## src/rtl/vector_sequencer.sv

```systemverilog
// Display-list player: fetches command words, hands jump/draw targets to the beam
// controller under its ready handshake, and restarts the list at a fixed frame rate.
module vector_sequencer #(
    parameter int ADDR_W       = 10,
    parameter int FRAME_CYCLES = 833333,
    parameter int GUARD_CYCLES = 2
) (
    input  logic              clk,
    input  logic              reset,
    input  logic              enable,
    output logic [ADDR_W-1:0] mem_addr,
    output logic              mem_rd_en,
    input  logic [31:0]       mem_data,
    output logic [11:0]       x,
    output logic [11:0]       y,
    output logic              jump,
    output logic              draw,
    input  logic              ready,
    output logic              frame_done,
    output logic              overrun,
    output logic              busy
);
    localparam int TW = $clog2(FRAME_CYCLES);
    localparam int GW = (GUARD_CYCLES > 1) ? $clog2(GUARD_CYCLES) : 1;
    localparam logic [TW-1:0] T_LAST = TW'(FRAME_CYCLES - 1);
    localparam logic [GW-1:0] G_LAST = GW'(GUARD_CYCLES - 1);
    localparam logic [1:0] OP_NOP = 2'b00, OP_JUMP = 2'b01, OP_DRAW = 2'b10, OP_END = 2'b11;

    typedef enum logic [2:0] {IDLE, FETCH, LATCH, DECODE, GUARD, WAIT_READY, FRAME_WAIT} state_t;
    state_t r_state, w_next;

    // Extra MSB marks that the last list word has executed (implicit END).
    logic [ADDR_W:0] r_addr;
    logic [31:0]     r_cmd;
    logic [TW-1:0]   r_timer;
    logic [GW-1:0]   r_guard;
    logic [11:0]     r_x, r_y;
    logic            r_jump, r_draw, r_frame_done, r_overrun;

    logic [1:0]      w_op;
    logic [ADDR_W:0] w_addr_inc;
    logic            w_issue, w_end, w_restart, w_start, w_timer_last, w_is_nop;
    logic            w_unused_rsvd;

    assign w_op          = r_cmd[31:30];
    assign w_unused_rsvd = ^r_cmd[29:24];
    assign w_addr_inc    = r_addr + 1'b1;
    assign w_timer_last  = (r_timer == T_LAST);
    assign w_is_nop      = (r_state == DECODE) && (w_op == OP_NOP);
    assign w_issue       = (r_state == DECODE) && ((w_op == OP_JUMP) || (w_op == OP_DRAW)) && ready;
    assign w_end         = ((r_state == DECODE) && ((w_op == OP_END) || (w_is_nop && w_addr_inc[ADDR_W])))
                         || ((r_state == WAIT_READY) && ready && r_addr[ADDR_W]);
    // A late END restarts at once and is flagged as an overrun.
    assign w_restart     = ((r_state == FRAME_WAIT) || w_end) && w_timer_last;
    assign w_start       = (r_state == IDLE) && enable;

    always_ff @(posedge clk) begin
        if (reset) begin
            r_state      <= IDLE;
            r_addr       <= '0;
            r_cmd        <= '0;
            r_timer      <= '0;
            r_guard      <= '0;
            r_x          <= '0;
            r_y          <= '0;
            r_jump       <= 1'b0;
            r_draw       <= 1'b0;
            r_frame_done <= 1'b0;
            r_overrun    <= 1'b0;
        end else begin
            r_state      <= w_next;
            r_jump       <= w_issue && (w_op == OP_JUMP);
            r_draw       <= w_issue && (w_op == OP_DRAW);
            r_frame_done <= w_restart;
            r_overrun    <= w_restart && (r_state != FRAME_WAIT);

            if (w_start || w_restart)
                r_timer <= '0;
            else if (!w_timer_last)
                r_timer <= r_timer + 1'b1;

            if (w_start || w_restart)
                r_addr <= '0;
            else if (w_issue || w_is_nop)
                r_addr <= w_addr_inc;

            if (r_state == LATCH)
                r_cmd <= mem_data;

            r_guard <= (r_state == GUARD) ? r_guard + 1'b1 : '0;

            if (w_issue) begin
                r_x <= r_cmd[23:12];
                r_y <= r_cmd[11:0];
            end
        end
    end

    always_comb begin
        w_next = r_state;
        case (r_state)
            IDLE:       if (enable) w_next = FETCH;
            FETCH:      w_next = LATCH;
            LATCH:      w_next = DECODE;
            DECODE: begin
                if (w_op == OP_NOP)
                    w_next = enable ? FETCH : IDLE;
                else if (w_issue)
                    w_next = GUARD;
            end
            GUARD:      if (r_guard == G_LAST) w_next = WAIT_READY;
            WAIT_READY: if (ready) w_next = enable ? FETCH : IDLE;
            FRAME_WAIT: w_next = FRAME_WAIT;
            default:    w_next = IDLE;
        endcase
        if (w_restart)
            w_next = enable ? FETCH : IDLE;
        else if (w_end)
            w_next = FRAME_WAIT;
    end

    always_comb begin
        mem_addr   = r_addr[ADDR_W-1:0];
        mem_rd_en  = (r_state == FETCH);
        busy       = (r_state != IDLE);
        x          = r_x;
        y          = r_y;
        jump       = r_jump;
        draw       = r_draw;
        frame_done = r_frame_done;
        overrun    = r_overrun;
    end
endmodule
```

## config.mk

```make
export PLATFORM = sky130hd
export DESIGN_NAME = vector_sequencer
export DESIGN_NICKNAME = d
export VERILOG_FILES = /design/src/rtl/vector_sequencer.sv
export SDC_FILE = /design/constraint.sdc
export NUM_CORES = 1
export LEC_CHECK = 0
export ABC_AREA = 0
export BUFFER_PORTS_ARGS = -buffer_cell sky130_fd_sc_hd__buf_2
export CAP_MARGIN = 25
export CORE_MARGIN = 1
export CORE_UTILIZATION = 55
export CTS_BUF_LIST = sky130_fd_sc_hd__clkbuf_4
export DETAILED_ROUTE_END_ITERATION = 8
export GPL_ROUTABILITY_DRIVEN = 1
export PLACE_DENSITY = 0.91
export SLEW_MARGIN = 20
export SYNTH_ARGS = -nofsm -noshare
export SYNTH_HDL_FRONTEND = slang
export SYNTH_SLANG_ARGS = --single-unit
```

## constraint.sdc

```tcl
create_clock -name clk -period 5.2 [get_ports clk]
set_clock_uncertainty 0.05 [all_clocks]
set_input_delay 0.78 -clock clk [delete_from_list [all_inputs] [get_ports clk]]
set_output_delay 0.78 -clock clk [all_outputs]
set_load 0.02 [all_outputs]
```

* Word level (Yosys, flattened, before mapping)
Index checks and enable logic that the tools add are counted.
** Storage, ports and cells
- Logic and storage cells :: 63
- Register bits after elaboration :: 95
- Bits of input ports :: 36
** Operators by class
- Add/sub/neg operators :: 3
- Multiplexer cells :: 9
- Reduce and logical (&&, ||, !) cells :: 24
- Bitwise gates (word level) :: 1
- Eq/ne operators :: 15
** Operators by type and width (count)
- 3-bit 2-to-1 mux :: 7
- 3-bit case mux with 7 select lines :: 1
- 20-bit by 1-bit adder with 20-bit output (second input constant) :: 1
- 20-bit equality test (second input constant) :: 1
- 1-bit logical AND :: 12
- 4-bit != test (second input constant) :: 3
- 11-bit by 1-bit adder with 11-bit output (second input constant) :: 1
- 3-bit equality test (second input constant) :: 3
- 3-bit by 2-bit equality test with 1-bit output (second input constant) :: 2
- 1-bit logical OR :: 6
- 5-bit != test (second input constant) :: 1
- 2-bit equality test (second input constant) :: 2
- 4-bit AND reduction :: 1
- 2-bit OR reduction :: 2
- 3-bit by 1-bit equality test with 1-bit output (second input constant) :: 1
- 3-bit zero test :: 1
- 3-bit != test (second input constant) :: 1
- 3-bit nonzero test :: 1
- 2-bit by 1-bit equality test with 1-bit output (second input constant) :: 1
- 2-bit zero test :: 1
- 1-bit adder (second input constant) :: 1
- 1-bit 2-to-1 mux :: 1
- 1-bit NOT :: 1

* Depth between registers and ports, before layout
- Word-level depth :: 10
- Depth in mapped cells :: 8

* Worst setup path after synthesis
No wires, ideal clock.
- Path type :: input-to-reg
- From :: input ready
- To :: register r_addr[0]
- Stages :: 6
- Library setup time :: 78 ps
- Arrival time :: 1916 ps
- Path buffers :: 1
- Required time :: 5072 ps
- Setup slack :: 3156 ps
- Cells stage by stage :: and4b_1 > o21ai_0 > o211a_1 > a21oi_4 > buf_6 > nor3_1
** Between the ends
- Cells in the longest elaborated chain, start to end :: 7
- Elaborated cells between the ends (all ways) :: 9
- Those cells by class :: 9 x reduce/logical
** RTL lines
- from (decl) :: line 18 : input logic ready,
- 1-bit logical AND (2 in series) :: line 52 : || ((r_state == WAIT_READY) && ready && r_addr[ADDR_W]);
- 1-bit logical OR :: line 52
- 1-bit logical OR :: line 54 : assign w_restart = ((r_state == FRAME_WAIT) || w_end) && w_timer_last;
- 1-bit logical AND :: line 54
- 1-bit logical OR :: line 82 : if (w_start || w_restart)
- 2-bit OR reduction (no source line)
- to (signal assigned) :: line 85 : r_addr <= w_addr_inc;
- to (decl) :: line 33 : logic [ADDR_W:0] r_addr;
Parallel ways exist; a longest one is shown, timed or not.
A chain may end at the register's enable or synchronous reset.

* Worst setup path in the final report
- From :: register r_timer[8]
- To :: register r_addr[9]
** Between the ends
- Cells in the longest elaborated chain, start to end :: 4
** RTL lines
- from (decl) :: line 35 : logic [TW-1:0] r_timer;
- from (signal assigned) :: line 80 : r_timer <= r_timer + 1'b1;
- 20-bit equality test :: line 48 : assign w_timer_last = (r_timer == T_LAST);
- 1-bit logical AND :: line 54
- 1-bit logical OR :: line 82
- 2-bit OR reduction (no source line)
Every way passes these cells.

==> run summary <==
syn nets - 511
reg2reg start - r_timer[8]
Worst VDD drop - 0.0002104 V
Clock Sinks - 89
CTS clk-pin slew, worst paths - 0.13 ns
RR Endpoint - r_addr[9]
Post-CTS Hold Fix Bufs - 0
Nets - 557
Routed WL - 8.106 mm
Levels on crit path - 5
CTS root buf - clkbuf_4
headroom to the max-slew limit - 0.3640
Setup TNS - 0 ns
Setup-failing EPs final - 0
area post-placement - 4080 um2
GRT Total Usage - 0.2356
Crit path buffers/inverters - 0
Area growth syn-to-layout - 10.79%
most area-consuming cells after synthesis - dfxtp_1 47%, nand2_1 12%, a21oi_1 7.6%, nor3_1 3.9%, xnor2_1 3.7%
total number of vias - 3352
EDFF count, synth - 0
P per Cell Area - 344.8 nW/um2
Die Height - 85.40 um
post-DP HPWL - 5.458 mm
final slew viol count - 0
Worst Path Max Fanout - 22
cell count after synthesis - 468
antenna violations before repair - 0
Final ANT Viol Nets - 0
CTS tree - done
worst r2r path cells - 5
Critical Path Start - r_timer[8]
crit-path max cell delay - 0.53 ns
Synth async-reset ratio - 0
slew at the pin closest to its max-slew limit - 0.9539 ns
Die Area - 7292 um2
critical path class - reg -> reg
sequential share of the synthesized area - 0.4658
period utilization - 0.4695
fin area - 4238 um2
clock latency at the later pin of the worst-skew pair - 0.43 ns
fin crit period - 2.442 ns
status - finished, final reports clean
DRT iter0 DRCs - 185
initial core utilization - 0.5661
Tightest Hold Check Type - reg -> reg
final hold violations - 0
crit-path cells - nand4_1 > or4_1 > or3_1 > a21oi_4 > nor3_1
top cells by instance count after synthesis - 118 x nand2_1, 89 x dfxtp_1, 58 x a21oi_1
first-pass GRT wire length - 13.77 mm
Yosys top cell by area - dfxtp_1
total gr overflow - 0
Port-buffer cells - 69
GP Congestion - 0.8298
CP Launch Type - flip-flop
Yosys cell types - 46
arrival time at the worst endpoint - 2.67 ns
Post-Place Cells - 581
CTS max path bufs - 2
yosys warns - 0
post-CTS setup repair buffer count - 0
fraction of layout instances using a drive strength above 1 - 0.1737
FILL cells - 574
number of synthesized register bits - 89
total CTS buffers - 9
Mean Syn Cell Area - 8.173 um2
non-filler cells, final - 598
RSZ-0062 raised after global routing - no
Netlist Area Pre-Place - 3825 um2
R2R Setup Slk - 2.76 ns
core area - 6756 um2
WP data required - 5.43 ns
largest net degree at the start of global routing - 61
delay-heaviest family, CP - simple AND/OR/NAND/NOR gates
CP Capture Type - flip-flop
Max Cap Viol - 0
utilization after layout - 0.6272
top cell type's share of synthesized area - 0.4658
DR pass1 iterations - 5
vias in the first global route - 3108
area of the multi-input gates - 1815 um2
Post-synth top flop - dfxtp_1
CP max stage cell - or3_1
# DRC - 0
most numerous cell in the Yosys netlist - nand2_1
Die Wd - 85.40 um
# diodes - 0
DR WL/cell - 13.56 um
IO Pins - 76
Pleak - 1.568 nW
total power - 1.461 mW
Via density - 5.605
CTS resizes - 0
H-tree levels - 3
Max Freq - 0.4096 GHz
row count - 30
FF+latch area - 1782 um2
Worst Setup EP - r_addr[9]
-- layout make-up --
| type | count | share of cell area |
|---|---|---|
| tap | 80 | 0.02362 |
| clock inverter | 6 | 0.01388 |
| timing repair buffer | 71 | 0.08887 |
| multi-input combinational | 333 | 0.4284 |
| clock buffer | 9 | 0.01594 |
| sequential | 89 | 0.4204 |
| inverter | 10 | 0.008857 |
-- how the worst min path moves through the flow --
stage / from / to / cells past startpoint
2_1_floorplan: r_guard / r_guard / 1
3_3_place_gp: r_cmd[22] / x[10] / 2
3_5_place_dp: r_cmd[5] / y[5] / 2
4_1_cts: r_cmd[5] / y[5] / 2
5_1_grt: r_cmd[5] / y[5] / 2
6_report: r_cmd[5] / y[5] / 2
-- flip-flops by register name (all words and copies together), names as in the netlist, 3 cells and up --
name     cells
r_addr      11
y           12
x           12
r_timer     20
r_cmd       26
r_state      3
-- layer usage --
| metal | vias up | track usage | part of all wire |
|---|---|---|---|
| met1 | 1557 | 0.2891 | 0.43 |
| met5 | - | 0 | 0 |
| met3 | 16 | 0.05447 | 0.057 |
| li1 | 1670 | - | - |
| met4 | 0 | 0.1015 | 0.019 |
| met2 | 109 | 0.3981 | 0.49 |
-- per-stage QoR --
stage	setup slack [ns]	hold WS [ns]
2_1_floorplan	3.156	0.3735
3_3_place_gp	2.384	0.3866
3_5_place_dp	2.372	0.3928
4_1_cts	2.751	0.3939
5_1_grt	2.578	0.4218
6_report	2.759	0.3935
-- cells by family (layout without fill, tap and decap cells) --
group | count (synthesis) | after routing | share of synthesized area
xor+xnor | 25 | 25 | 0.05725
buf+inv | 46 | 96 | 0.05954
compound gates | 79 | 79 | 0.1184
simple gates | 219 | 219 | 0.2682
flops | 89 | 89 | 0.4658
mux | 3 | 3 | 0.007851
fa+ha+maj | 7 | 7 | 0.02290
-- worst reg2reg max path, delay by kind of cell (launching register included) --
family,cells,cell delay (ns)
compound gates,1,0.52
flops,1,0.43
simple gates,4,1.30
-- cell usage in the layout (no fill, tap or decap), types with 3 or more instances in the layout --
| cell type | synthesis | routed |
|---|---|---|
| a21oi_1 | 58 | 58 |
| and2_1 | 3 | 3 |
| and3_1 | 3 | 3 |
| and4_1 | 4 | 4 |
| buf_2 | 2 | 69 |
| clkbuf_4 | 0 | 9 |
| dfxtp_1 | 89 | 89 |
| ha_1 | 7 | 7 |
| inv_1 | 10 | 10 |
| mux2i_1 | 3 | 3 |
| nand2_1 | 118 | 118 |
| nand3_1 | 8 | 8 |
| nand4_1 | 10 | 10 |
| nor2_1 | 18 | 18 |
| nor3_1 | 30 | 30 |
| nor3b_1 | 3 | 3 |
| o21ai_0 | 6 | 6 |
| or3_1 | 6 | 6 |
| xnor2_1 | 16 | 16 |
| xor2_1 | 9 | 9 |
-- power by group --
group	internal (mW)	switching (mW)
clock	0.142	0.226
sequential	0.735	0.0646
combinational	0.106	0.187
No activity file was read; power rests on OpenSTA's default activity.
